<file path="src/rtl/serial_addsub.sv">
// Digit-serial add/subtract unit: WIDTH-bit operands, DIGIT bits per clock, LSB-first.
// Build option: define ADDSUB_SAT_EN for signed saturation of d on overflow.
module serial_addsub #(
  parameter int WIDTH = 8,
  parameter int DIGIT = 1
) (
  input  logic             clk,
  input  logic             rst,
  input  logic             start,
  input  logic             mode,
  input  logic [WIDTH-1:0] a,
  input  logic [WIDTH-1:0] b,
  input  logic             cin,
  output logic             busy,
  output logic             done,
  output logic [WIDTH-1:0] d,
  output logic             cout,
  output logic             ovf,
  output logic             zero
);

  localparam int N  = WIDTH / DIGIT;
  localparam int CW = (N > 1) ? $clog2(N) : 1;

  typedef enum logic [1:0] {IDLE, RUN, DONE} state_t;

  state_t           state_reg;
  logic [WIDTH-1:0] a_reg;
  logic [WIDTH-1:0] b_reg;
  logic [WIDTH-1:0] res_reg;
  logic             mode_reg;
  logic             carry_reg;
  logic [CW-1:0]    cnt_reg;

  logic [DIGIT-1:0] a_slice;
  logic [DIGIT-1:0] b_slice;
  logic [DIGIT:0]   sum;
  logic [WIDTH-1:0] res_next;
  logic [WIDTH-1:0] final_d;
  logic             msb_cin;
  logic             ovf_next;
  logic             cout_next;
  logic             last_digit;

  // Subtraction runs as a + ~b + ~bin, so only the B slice is inverted here.
  assign a_slice = a_reg[DIGIT-1:0];
  assign b_slice = mode_reg ? ~b_reg[DIGIT-1:0] : b_reg[DIGIT-1:0];
  assign sum     = {1'b0, a_slice} + {1'b0, b_slice} + {{DIGIT{1'b0}}, carry_reg};

  assign res_next = (res_reg >> DIGIT) | (WIDTH'(sum[DIGIT-1:0]) << (WIDTH - DIGIT));

  // On the final digit the slice MSB is the word MSB; recover the carry into it.
  assign msb_cin    = a_slice[DIGIT-1] ^ b_slice[DIGIT-1] ^ sum[DIGIT-1];
  assign ovf_next   = msb_cin ^ sum[DIGIT];
  assign cout_next  = mode_reg ? ~sum[DIGIT] : sum[DIGIT];
  assign last_digit = (cnt_reg == CW'(N - 1));

`ifdef ADDSUB_SAT_EN
  // A wrapped result with MSB set means the true value overflowed positively.
  assign final_d = !ovf_next ? res_next :
                   res_next[WIDTH-1] ? {1'b0, {(WIDTH-1){1'b1}}} :
                                       {1'b1, {(WIDTH-1){1'b0}}};
`else
  assign final_d = res_next;
`endif

  always_ff @(posedge clk) begin
    if (rst) begin
      state_reg <= IDLE;
      busy      <= 1'b0;
      done      <= 1'b0;
      d         <= '0;
      cout      <= 1'b0;
      ovf       <= 1'b0;
      zero      <= 1'b0;
      a_reg     <= '0;
      b_reg     <= '0;
      res_reg   <= '0;
      mode_reg  <= 1'b0;
      carry_reg <= 1'b0;
      cnt_reg   <= '0;
    end else begin
      done <= 1'b0;
      case (state_reg)
        IDLE, DONE: begin
          if (start) begin
            a_reg     <= a;
            b_reg     <= b;
            mode_reg  <= mode;
            carry_reg <= mode ? ~cin : cin;
            cnt_reg   <= '0;
            busy      <= 1'b1;
            state_reg <= RUN;
          end else begin
            state_reg <= IDLE;
          end
        end
        RUN: begin
          a_reg     <= a_reg >> DIGIT;
          b_reg     <= b_reg >> DIGIT;
          res_reg   <= res_next;
          carry_reg <= sum[DIGIT];
          cnt_reg   <= cnt_reg + CW'(1);
          if (last_digit) begin
            d         <= final_d;
            cout      <= cout_next;
            ovf       <= ovf_next;
            zero      <= (final_d == '0);
            busy      <= 1'b0;
            done      <= 1'b1;
            state_reg <= DONE;
          end
        end
        default: begin
          busy      <= 1'b0;
          state_reg <= IDLE;
        end
      endcase
    end
  end

endmodule

</file>
<file path="config.mk">
export PLATFORM = sky130hd
export DESIGN_NAME = serial_addsub
export DESIGN_NICKNAME = d
export VERILOG_FILES = /design/src/rtl/serial_addsub.sv
export SDC_FILE = /design/constraint.sdc
export NUM_CORES = 1
export LEC_CHECK = 0
export BUFFER_PORTS_ARGS = -buffer_cell sky130_fd_sc_hd__buf_2
export CAP_MARGIN = 20
export CORE_MARGIN = 10
export CORE_UTILIZATION = 40
export CTS_CLUSTER_SIZE = 12
export DETAILED_ROUTE_END_ITERATION = 10
export MAX_ROUTING_LAYER = met4
export PLACE_DENSITY = 0.65
export SLEW_MARGIN = 5
export SYNTH_ARGS = -nofsm -noshare
export SYNTH_HDL_FRONTEND = slang
export SYNTH_SLANG_ARGS = --single-unit
export TNS_END_PERCENT = 10
</file>
<file path="constraint.sdc">
create_clock -name clk -period 3.9 [get_ports clk]
set_clock_uncertainty 0.2 [all_clocks]
set_input_delay 0.78 -clock clk [delete_from_list [all_inputs] [get_ports clk]]
set_output_delay 0.78 -clock clk [all_outputs]
set_load 0.01 [all_outputs]
</file>
# After elaboration in Yosys (flattened, before gate mapping)
# Cells that the tools add are included.
[word_totals] elab_cells=56 output_inout_bits=13 register_bits=44
[classes] n_bitwise=8 n_reduce_logical=9 mux=18 n_eq_ne=5 addsub=3
[op_table] op="8-bit one-hot mux with 2 select lines" count=2
[op_table] op="8-bit two-way mux" count=2
[op_table] op="8-bit logical NOT" count=1
[op_table] op="1-bit two-way mux" count=8
[op_table] op="7-bit by 8-bit OR with 8-bit output" count=1
[op_table] op="2-bit AND reduction" count=4
[op_table] op="3-bit one-hot mux with 2 select lines" count=1
[op_table] op="2-bit inequality test, second input constant" count=2
[op_table] op="1-bit NOT" count=4
[op_table] op="1-bit one-hot mux with 2 select lines" count=2
[op_table] op="2-bit one-hot mux with 2 select lines" count=1
[op_table] op="2-bit OR reduction" count=2
[op_table] op="3-bit by 1-bit adder with 3-bit output, second input constant" count=1
[op_table] op="3-bit equality test, second input constant" count=1
[op_table] op="3-bit two-way mux" count=1
[op_table] op="1-bit bitwise XOR" count=3
[op_table] op="1-bit by 1-bit adder with 2-bit output" count=1
[op_table] op="2-bit by 1-bit adder with 2-bit output" count=1
[op_table] op="2-bit by 1-bit equality test with 1-bit output, second input constant" count=1
[op_table] op="2-bit equality test, second input constant" count=1
[op_table] op="2-bit logical NOT" count=1
[op_table] op="2-bit two-way mux" count=1
[op_table] op="2-bit nonzero test" count=1

# Logic depth before layout (Yosys ltp)
[logic_depth] ltp_word=6 depth_mapped=6

# Worst setup path after synthesis
# No wires, ideal clock.
[synth_timing] path_kind="in2reg" from="input start" to="register a_reg[5]" n_path_buf=2 path_slack_ns=2.166 t_arrival_ns=1.402 path_stages=5 cell_sequence="nor2b_1 > buf_4 > buf_2 > a22oi_1 > a21oi_1"
[synth_between] elab_chain_len=2
[synth_lines] item="start: declaration" line="9" text="input logic start,"
[synth_lines] item="2-bit inequality test (no line)"
[synth_lines] item="2-bit AND reduction (no line)"
[synth_lines] item="end signal: assignment" line="99" text="a_reg <= a_reg >> DIGIT;"
[synth_lines] item="end: declaration" line="28" text="logic [WIDTH-1:0] a_reg;"
# Every way passes these cells.
# A chain may end at the register's enable or synchronous reset.

# Worst setup path after layout
[layout_timing] from="register a_reg[0]" to="register zero"
[layout_between] elab_chain_len=4
[layout_lines] item="1-bit by 1-bit adder with 2-bit output" line="48" text="assign sum = {1'b0, a_slice} + {1'b0, b_slice} + {{DIGIT{1'b0}}, carry_reg};"
[layout_lines] item="2-bit by 1-bit adder with 2-bit output" line="48"
[layout_lines] item="7-bit by 8-bit OR with 8-bit output" line="50" text="assign res_next = (res_reg >> DIGIT) | (WIDTH'(sum[DIGIT-1:0]) << (WIDTH - DIGIT));"
[layout_lines] item="8-bit logical NOT" line="108" text="zero <= (final_d == '0);"
[layout_lines] item="end signal: assignment" line="108"
[layout_lines] item="end: declaration" line="19" text="output logic zero"
# Every way passes these cells.

==> out/metrics.yaml <==
hp-class: "register to register"
nets: 250
h-tree-depth: 2
fill_cells: 428
synth-xor-area-share_pct: 2.493
drt_pass1_iterations: 6
overflow: 0
drv_slew: 0
powerDensity_mw_per_mm2: 424.7
grt_pass1_vias: 1347
dp_hpwl_microns: 2374
antenna_found_initial: 0
layout_commonest_cell: "dfxtp_1"
synth-seq-area-share_pct: 49.00
detail-route-antenna-nets: 0
synth_edf_count: 0
cts-resized-gates: 0
synth_nets: 226
drt_iter0_drc: 134
syn2layout_area_growth_pct: 12.11
synth.distinct_cells: 28
port_buffers: 33
cts_setup_buffers: 0
busiest_layer: "met2"
setup_viol: 0
r2r-end: "zero"
clock_sinks: 43
design_area_sq_mm: 0.001969
clockBufferDepth: 2
hold_buffers: 0
drv_cap: 0
outcome: "complete, no violations"
ys_warn_count: 0
crit_path_end_kind: "register"
tns_ns: 0
die_y_microns: 86.27
routed_via_density: 5.234
worstSkewPairLatency_ns: 0.29
relSlewSlack_pct: 25.79
startpoint: "a_reg[0]"
yosysTopAreaCellShare_pct: 49.00
coreArea_sq_mm: 0.004294
track_usage_pct: 10.05
synth_top_family_by_area: "compound AO/OA/AOI/OAI gates"
peakVddDrop_uv: 238.0
gp_congestion: 0.7203
synthFlopType: "dfxtp_1"
final_cell_mix: "dfxtp_1, a21oi_1, nand2_1"
start_util_pct: 40.91
yosys_register_bits: 43
cts_made_buffers: 5
synthesis.area_sq_mm: 0.001757
grt_first_pass_wirelength_microns: 6072
timing_hold_violations_final: 0
crit_end: "zero"
cts-root-buf: "clkbuf_8"
yosys.area_share.adder_pct: 3.276
avgSynthCellArea_sq_um: 8.740
clk_pin_slew_worst_paths_ns: 0.08
r2r-start: "a_reg[0]"
io_pins: 34
rows: 24
met3_usage_pct: 2.720
drc: 0
met1_usage_pct: 11.54
start_kind: "register"
critical_path.max_fanout: 3
async_flop_share_pct: 0
synthSimpleGateAreaFrac_pct: 18.80
worstSetupPathType: "register to register"
tritoncts: "yes"
die_w_microns: 86.27
synthTopCellsByArea: "dfxtp_1, a21oi_1, nand2_1, nand3_1, a22oi_1"
period_needed_ns: 1.981
critical_path_arrival_ns: 2.00
layout-drive-gt1-share_pct: 19.47
finalCritPeriodShare_pct: 50.80
wl_microns: 3677
antenna_cells: 0
rsz0062_at_grt: "false"
rrSetupSlack_ns: 1.92
fmax_mhz: 504.7
wl_per_cell_microns: 13.23
cp_data_required_time_ns: 3.92
synth.area.mux_share_pct: 0
met2_usage_pct: 16.29
tightest_slew_ns: 1.113
synth_top_area_cell: "dfxtp_1"
grt_max_degree: 44
r2r_cells: 5
via_count: 1455
power.leakage_nw: 0.7590
netlist_instances: 201
die_area_sq_mm: 0.007443
synth_compound_area_share_pct: 19.59
placed_area_sq_mm: 0.001886
kinds of logic (layout without fill, tap and decap cells):
group | Yosys count | in the layout
and+or+nand+nor | 73 | 73
xor gates and xnor gates | 5 | 5
AOI/OAI and AO/OA | 56 | 56
buffers and inverters | 20 | 45
DFF | 43 | 43
adders and majority gates | 4 | 4
Yosys cell counts, types with 2 or more instances:
| library cell | number |
|---|---|
| nand3_1 | 21 |
| ha_1 | 3 |
| buf_2 | 3 |
| nor2_1 | 8 |
| a211oi_1 | 2 |
| buf_4 | 5 |
| a22oi_1 | 13 |
| a21oi_1 | 36 |
| dfxtp_1 | 43 |
| inv_1 | 3 |
| xor2_1 | 2 |
| buf_6 | 3 |
| xnor2_1 | 3 |
| nand2b_1 | 3 |
| nand2_1 | 35 |
| clkbuf_1 | 6 |
power breakdown:
group,leakage [nW],internal (mW),switching (mW)
clock,0.0477,0.123,0.149
sequential,0.350,0.456,0.0115
combinational,0.361,0.0386,0.0579
total,0.759,0.618,0.219
metrics by stage:
step	hold slack, ns	power (mW)	worst slack [ns]	util, %	std cells
5_1_grt	0.2760	0.8786	1.826	45.86	278
3_3_place_gp	0.2410	0.5742	1.799	43.91	270
3_5_place_dp	0.2442	0.5747	1.793	43.91	270
4_1_cts	0.2558	0.8444	1.944	45.86	278
6_report	0.2521	0.8364	1.919	45.86	278
2_1_floorplan	0.2453	0.5549	2.166	-	201
cell type report:
class / count / area, sq um / area share, %
well taps: 52 / 65.06 / 3.304
repair buffers: 34 / 172.7 / 8.767
inverters: 3 / 11.26 / 0.5718
clock buffers: 5 / 68.82 / 3.494
clock inverters: 3 / 15.01 / 0.7624
flip-flops and latches: 43 / 860.8 / 43.71
multi-input cells: 138 / 775.7 / 39.39
how the worst min path moves through the flow:
stage / from / to / slack [ns] / cells after the start
2_1_floorplan: res_reg[1] / d[0] / 0.25 / 2
3_3_place_gp: cout / cout / 0.24 / 2
3_5_place_dp: zero / zero / 0.24 / 2
4_1_cts: zero / zero / 0.26 / 2
5_1_grt: d[4] / d[4] / 0.28 / 2
6_report: zero / zero / 0.25 / 2
metal layers:
metal  vias up  wire, microns
li1        739              -
met1       677           1743
met2        33           1713
met3         6            157
met4         0             62
met5         -              0
critical path: stages (launching register included):
cell	delay (ns)
dfxtp_1	0.36
inv_1	0.09
fa_1	0.63
nor4b_1	0.36
nand3_1	0.13
a21oi_1	0.14
Power figures use the tool's default switching activity.
